### src/rtl/wb_arb_pkg.sv
// Shared types, constants and helpers for the Wishbone master arbiter.
package wb_arb_pkg;

  typedef enum logic [1:0] {
    IDLE = 2'd0,
    BUS  = 2'd1,
    RESP = 2'd2
  } arb_state_t;

  localparam int ARB_FIXED = 0;
  localparam int ARB_RR    = 1;

  // Index width that stays at least one bit wide for degenerate counts.
  function automatic int idx_width(input int unsigned n);
    return (n <= 1) ? 1 : $clog2(n);
  endfunction

endpackage

### src/rtl/rr_priority_picker.sv
// Combinational rotating-priority picker: the search starts one past the
// base pointer and wraps modulo N; the first set request wins.
module rr_priority_picker
  import wb_arb_pkg::*;
#(
  parameter int N = 3,
  localparam int IW = idx_width(N)
) (
  input  logic [N-1:0]  req_i,
  input  logic [IW-1:0] ptr_i,
  output logic [N-1:0]  gnt_o,
  output logic [IW-1:0] idx_o,
  output logic          valid_o
);

  localparam int unsigned NU = N;

  // Scan candidates ptr+1 .. ptr+N and take the first requester.
  always_comb begin
    int unsigned   c;
    logic [IW-1:0] ci;
    gnt_o   = '0;
    idx_o   = '0;
    valid_o = 1'b0;
    c       = 0;
    ci      = '0;
    for (int unsigned k = 1; k <= NU; k++) begin
      c  = (32'(ptr_i) + k) % NU;
      ci = IW'(c);
      if (!valid_o && req_i[ci]) begin
        valid_o   = 1'b1;
        idx_o     = ci;
        gnt_o[ci] = 1'b1;
      end
    end
  end

endmodule

### src/rtl/wb_master_arbiter.sv
// N-channel to single Wishbone master arbiter. One single-beat transaction
// at a time; the bus is held until ack or timeout, then a one-cycle response
// is returned to the owning channel.
module wb_master_arbiter
  import wb_arb_pkg::*;
#(
  parameter int          NUM_MASTERS    = 3,
  parameter int          DATA_WIDTH     = 32,
  parameter int          ADDR_WIDTH     = 32,
  parameter int          ARB_MODE       = 1,
  parameter int unsigned TIMEOUT_CYCLES = 1024
) (
  input  logic                              clk,
  input  logic                              rst_n,
  input  logic [NUM_MASTERS-1:0]            m_req_i,
  input  logic [NUM_MASTERS-1:0]            m_we_i,
  input  logic [NUM_MASTERS*ADDR_WIDTH-1:0] m_addr_i,
  input  logic [NUM_MASTERS*DATA_WIDTH-1:0] m_wdata_i,
  output logic [NUM_MASTERS-1:0]            m_rsp_o,
  output logic [NUM_MASTERS-1:0]            m_err_o,
  output logic [DATA_WIDTH-1:0]             m_rdata_o,
  output logic [NUM_MASTERS-1:0]            grant_o,
  output logic                              cyc_o,
  output logic                              stb_o,
  output logic                              we_o,
  output logic [ADDR_WIDTH-1:0]             addr_o,
  output logic [DATA_WIDTH-1:0]             data_o,
  input  logic                              ack_i,
  input  logic [DATA_WIDTH-1:0]             data_i
);

  localparam int          IW     = idx_width(NUM_MASTERS);
  localparam int          CNT_W  = idx_width(TIMEOUT_CYCLES + 1);
  localparam bit          TO_EN  = (TIMEOUT_CYCLES != 0);
  localparam int unsigned TO_LIM = TO_EN ? TIMEOUT_CYCLES - 1 : 0;

  arb_state_t             state_q;
  logic [IW-1:0]          ptr_q;
  logic [CNT_W-1:0]       cnt_q;
  logic [NUM_MASTERS-1:0] grant_q;
  logic [NUM_MASTERS-1:0] rsp_q;
  logic [NUM_MASTERS-1:0] err_q;
  logic [DATA_WIDTH-1:0]  rdata_q;
  logic                   cyc_q;
  logic                   we_q;
  logic [ADDR_WIDTH-1:0]  addr_q;
  logic [DATA_WIDTH-1:0]  wdata_q;

  logic [IW-1:0]          pick_ptr;
  logic [NUM_MASTERS-1:0] pick_gnt;
  logic [IW-1:0]          pick_idx;
  logic                   pick_valid;

  // Fixed priority reuses the rotating picker with the base parked at the
  // top index, so the scan always begins at channel 0.
  assign pick_ptr = (ARB_MODE == ARB_RR) ? ptr_q : IW'(NUM_MASTERS - 1);

  rr_priority_picker #(
    .N (NUM_MASTERS)
  ) u_picker (
    .req_i   (m_req_i),
    .ptr_i   (pick_ptr),
    .gnt_o   (pick_gnt),
    .idx_o   (pick_idx),
    .valid_o (pick_valid)
  );

  // Arbitration FSM with all bus and response outputs registered.
  always_ff @(posedge clk) begin
    if (!rst_n) begin
      state_q <= IDLE;
      ptr_q   <= IW'(NUM_MASTERS - 1);
      cnt_q   <= '0;
      grant_q <= '0;
      rsp_q   <= '0;
      err_q   <= '0;
      rdata_q <= '0;
      cyc_q   <= 1'b0;
      we_q    <= 1'b0;
      addr_q  <= '0;
      wdata_q <= '0;
    end else begin
      case (state_q)
        IDLE: begin
          if (pick_valid) begin
            addr_q  <= m_addr_i[32'(pick_idx) * ADDR_WIDTH +: ADDR_WIDTH];
            wdata_q <= m_wdata_i[32'(pick_idx) * DATA_WIDTH +: DATA_WIDTH];
            we_q    <= m_we_i[pick_idx];
            grant_q <= pick_gnt;
            ptr_q   <= pick_idx;
            cyc_q   <= 1'b1;
            cnt_q   <= '0;
            state_q <= BUS;
          end
        end
        BUS: begin
          // ack has priority over a timeout expiring in the same cycle.
          if (ack_i) begin
            rdata_q <= data_i;
            rsp_q   <= grant_q;
            err_q   <= '0;
            cyc_q   <= 1'b0;
            we_q    <= 1'b0;
            state_q <= RESP;
          end else if (TO_EN && cnt_q == CNT_W'(TO_LIM)) begin
            rdata_q <= '0;
            rsp_q   <= grant_q;
            err_q   <= grant_q;
            cyc_q   <= 1'b0;
            state_q <= RESP;
          end else if (TO_EN) begin
            cnt_q <= cnt_q + 1'b1;
          end
        end
        RESP: begin
          rsp_q   <= '0;
          err_q   <= '0;
          grant_q <= '0;
          cnt_q   <= '0;
          state_q <= IDLE;
        end
        default: state_q <= IDLE;
      endcase
    end
  end

  assign m_rsp_o   = rsp_q;
  assign m_err_o   = err_q;
  assign m_rdata_o = rdata_q;
  assign grant_o   = grant_q;
  assign cyc_o     = cyc_q;
  assign stb_o     = cyc_q;
  assign we_o      = we_q;
  assign addr_o    = addr_q;
  assign data_o    = wdata_q;

endmodule

### config.mk
export PLATFORM = sky130hd
export DESIGN_NAME = wb_master_arbiter
export DESIGN_NICKNAME = d
export VERILOG_FILES = /design/src/rtl/wb_arb_pkg.sv /design/src/rtl/rr_priority_picker.sv /design/src/rtl/wb_master_arbiter.sv
export SDC_FILE = /design/constraint.sdc
export NUM_CORES = 1
export LEC_CHECK = 0
export CORE_ASPECT_RATIO = 0.6
export CORE_MARGIN = 2
export CORE_UTILIZATION = 38
export CTS_CLUSTER_DIAMETER = 100
export DETAILED_ROUTE_END_ITERATION = 10
export PLACE_DENSITY_LB_ADDON = 0.15
export SYNTH_ARGS = -nofsm -noshare
export SYNTH_HDL_FRONTEND = slang
export SYNTH_SLANG_ARGS = --single-unit
### constraint.sdc
create_clock -name clk -period 2.6 [get_ports clk]
set_input_delay 0.65 -clock clk [delete_from_list [all_inputs] [get_ports clk]]
set_output_delay 0.65 -clock clk [all_outputs]
set_load 0.02 [all_outputs]
==> impl_metrics.json <==
{
  "status": "completed",
  "worstPathRequired_ns": 2.87,
  "p_per_area_nw_per_um2": 1060,
  "switching_share_pct": 39.7,
  "finalClockSkew_ns": 0.0131,
  "relSlewSlack_pct": 59.7,
  "cts.hold.buffers_added": 0,
  "synth_edf_count": 0,
  "ys.flop_type": "dfxtp_1",
  "worstRegToRegCells": 9,
  "cts_tree": "yes",
  "hold_start": "m_rsp_o[0]",
  "r2r-start": "pick_ptr[0]",
  "yosys.area_share.simple_pct": 7.21,
  "final.period_utilization_pct": 93.5,
  "max_clock_freq_mhz": 411,
  "holdPathEnd": "m_rsp_o[0]",
  "synth-seq-area-share_pct": 42.8,
  "grt_pass1_vias": 6269,
  "clkTransAtPathRegs_ns": 0.06,
  "die_w_um": 162,
  "core_um2": 14600,
  "setup_violations": 0,
  "syn_nets": 785,
  "synthMostInstantiatedCell": "dfxtp_1",
  "synthTopCellsByCount": "dfxtp_1 (122), mux2i_1 (69), a22oi_1 (46), a22o_1 (32), o22ai_2 (30)",
  "finalMaxSlewViolations": 0,
  "final_antenna_net_count": 0,
  "antennaDiodeCount": 0,
  "rr_endpoint": "addr_o[6]",
  "synthAdderAreaFrac_pct": 1.10,
  "clkPwrFrac_pct": 21.8,
  "io_pins": 341,
  "drt-pass1-iter-count": 5,
  "drv_cap": 0,
  "area_delta_synth_final_pct": 76.9,
  "ir_drop_mv": 0.559,
  "hold_viol": 0,
  "synthCells": 547,
  "fin_crit_ns": 2.43,
  "initial_core_util_pct": 39.2,
  "pwr-share-seq_pct": 24.6,
  "p_leak_nw": 3.79,
  "comb_power_share_pct": 53.6,
  "synth_largest_area_cell": "dfxtp_1",
  "grt_pass1_wl_um": 33600,
  "async_flop_share_pct": 0,
  "row_count": 34,
  "num_vias": 5961,
  "cts_buffers": 17,
  "dp_hpwl_um": 16500,
  "final_nets": 1134,
  "synth_compound_area_share_pct": 29.2,
  "ys_seq_elements": 122,
  "endpoint_kind": "flip-flop",
  "yosys.area.top_type_share_pct": 42.8,
  "post_cts_resized": 0,
  "grt_usage_pct": 26.7,
  "placed_cell_area_um2": 9520,
  "grt_max_degree": 34,
  "holdPathStages": 2,
  "ys_warn_count": 0,
  "cp_max_fo": 31,
  "synth.avg_cell_area_um2": 10.4,
  "worstPathArrival_ns": 2.70,
  "stdcell_area_um2": 10100,
  "rsz0062_at_grt": "false",
  "overflow": 0,
  "busiest_layer": "met2",
  "power_switching_mw": 4.25,
  "netlist_area_um2": 5710,
  "use_met1_pct": 33.7,
  "die_area_um2": 16100,
  "routed_via_density": 5.38,
  "finish.utilization_pct": 69.3,
  "grt_antenna_before_repair": 0,
  "wirelength_um": 22100,
  "synth_mux_area_share_pct": 12.8,
  "clk_path_buf_depth": 2,
  "netlist_top_cells_area": "dfxtp_1 (43%), mux2i_1 (12%), o22ai_2 (6.6%)",
  "die_y_um": 99.0,
  "setup_tns_ns": 0,
  "critical_path_class": "reg2reg",
  "synth-xor-area-share_pct": 1.23,
  "htree_levels": 4,
  "wl_per_cell_um": 20.0,
  "drive_gt1_share_pct": 13.3,
  "drc": 0,
  "io_buffer_count": 340,
  "cts_sinks": 122,
  "clk_latency_ns": 0.40,
  "synth_top_family_by_area": "compound AO/OA/AOI/OAI gates",
  "cts_setup_buffers": 0,
  "met3_usage_pct": 7.49,
  "regToRegSetupSlack_ns": 0.17,
  "root_buffer": "clkbuf_16",
  "start_kind": "flip-flop",
  "gp_congestion": 0.918,
  "p_int_mw": 6.45,
  "drt_iter0_drc": 337,
  "worst_pin_slew_ns": 0.598,
  "synth_cell_types": 55,
  "hold_path.class": "reg2reg",
  "met2_usage_pct": 45.0
}
==> cell families (layout without fill, tap and decap cells) <==
family                   count (synthesis)  in the layout
adder cells (fa/ha/maj)                  5              5
buffers and inverters                   58            420
multiplexers                            72             72
flip-flops                             122            122
AND/OR/NAND/NOR                         81             81
XOR/XNOR                                 8              8
AO/OA/AOI/OAI                          201            201
==> cell type report <==
type                       instances  area (um2)
clock inverter                    15         154
multi-input combinational        367        2970
inverter                           8        30.0
sequential                       122        2440
fill                            1158        4490
tap                              198         248
clock buffer                      17         425
timing repair buffer             380        3830
==> how the worst max path moves through the flow <==
stage | from | end | slack, ns | cells after the start
floorplan | pick_ptr[0] | addr_o[12] | 0.41 | 10
global placement | m_req_i[1] | data_o[7] | -0.17 | 10
detailed placement | m_req_i[2] | addr_o[15] | -0.30 | 9
CTS | m_req_i[2] | addr_o[15] | 0.11 | 9
global route | pick_ptr[0] | cnt_q[9] | 0.03 | 8
finish | pick_ptr[0] | addr_o[6] | 0.17 | 9
==> power groups by stage <==
stage	combinational (mW)	clock (mW)	sequential (mW)
CTS	5.72	2.37	2.63
detailed placement	5.69	0	2.65
global route	6.09	2.46	2.68
global placement	5.56	0	2.64
floorplan	2.88	0	3.11
finish	5.74	2.34	2.63
==> per-layer routing <==
| layer | routed length [um] | vias to the layer above |
|---|---|---|
| li1 | - | 2810 |
| met1 | 9650 | 2885 |
| met2 | 10500 | 244 |
| met3 | 1650 | 22 |
| met4 | 301 | 0 |
| met5 | 0 | - |
==> worst max-delay path, stage by stage (launching register included) <==
cell       delay (ns)
dfxtp_1          0.36
inv_1            0.09
ha_1             0.43
mux2i_2          0.22
a2bb2oi_1        0.16
buf_4            0.14
o21ai_4          0.20
buf_12           0.28
mux2i_1          0.29
o22ai_2          0.11
==> per-stage QoR <==
step	setup WS [ns]	cells	hold WS [ns]	total power, mW
floorplan	0.413	547	0.444	5.99
global placement	-0.169	1075	0.454	8.20
detailed placement	-0.304	1075	0.463	8.35
CTS	0.114	1107	0.476	10.7
global route	0.0274	1107	0.493	11.2
finish	0.168	1107	0.474	10.7
==> registers in the layout, indices dropped and copies added (netlist names) <==
register   count
we_o           1
m_rdata_o     32
grant_o        3
pick_ptr       2
data_o        32
m_err_o        3
state_q        2
cnt_q         11
cyc_o          1
m_rsp_o        3
addr_o        32
==> placed cells by master, fill, tap and decap left out, types with 5 or more instances in the layout <==
cell / instances
o221ai_1: 18
o21ai_0: 5
dfxtp_1: 122
inv_6: 6
inv_1: 7
buf_4: 30
xor2_1: 7
buf_12: 10
nand3_1: 10
nand2_1: 16
clkinvlp_4: 5
a21oi_1: 24
mux2i_1: 69
and3_1: 6
o22ai_1: 17
o22ai_2: 30
clkdlybuf4s50_1: 339
nor2_1: 23
a22o_1: 32
a22oi_1: 46
clkbuf_16: 17
Note: power is estimated with default switching activity, not from simulation.
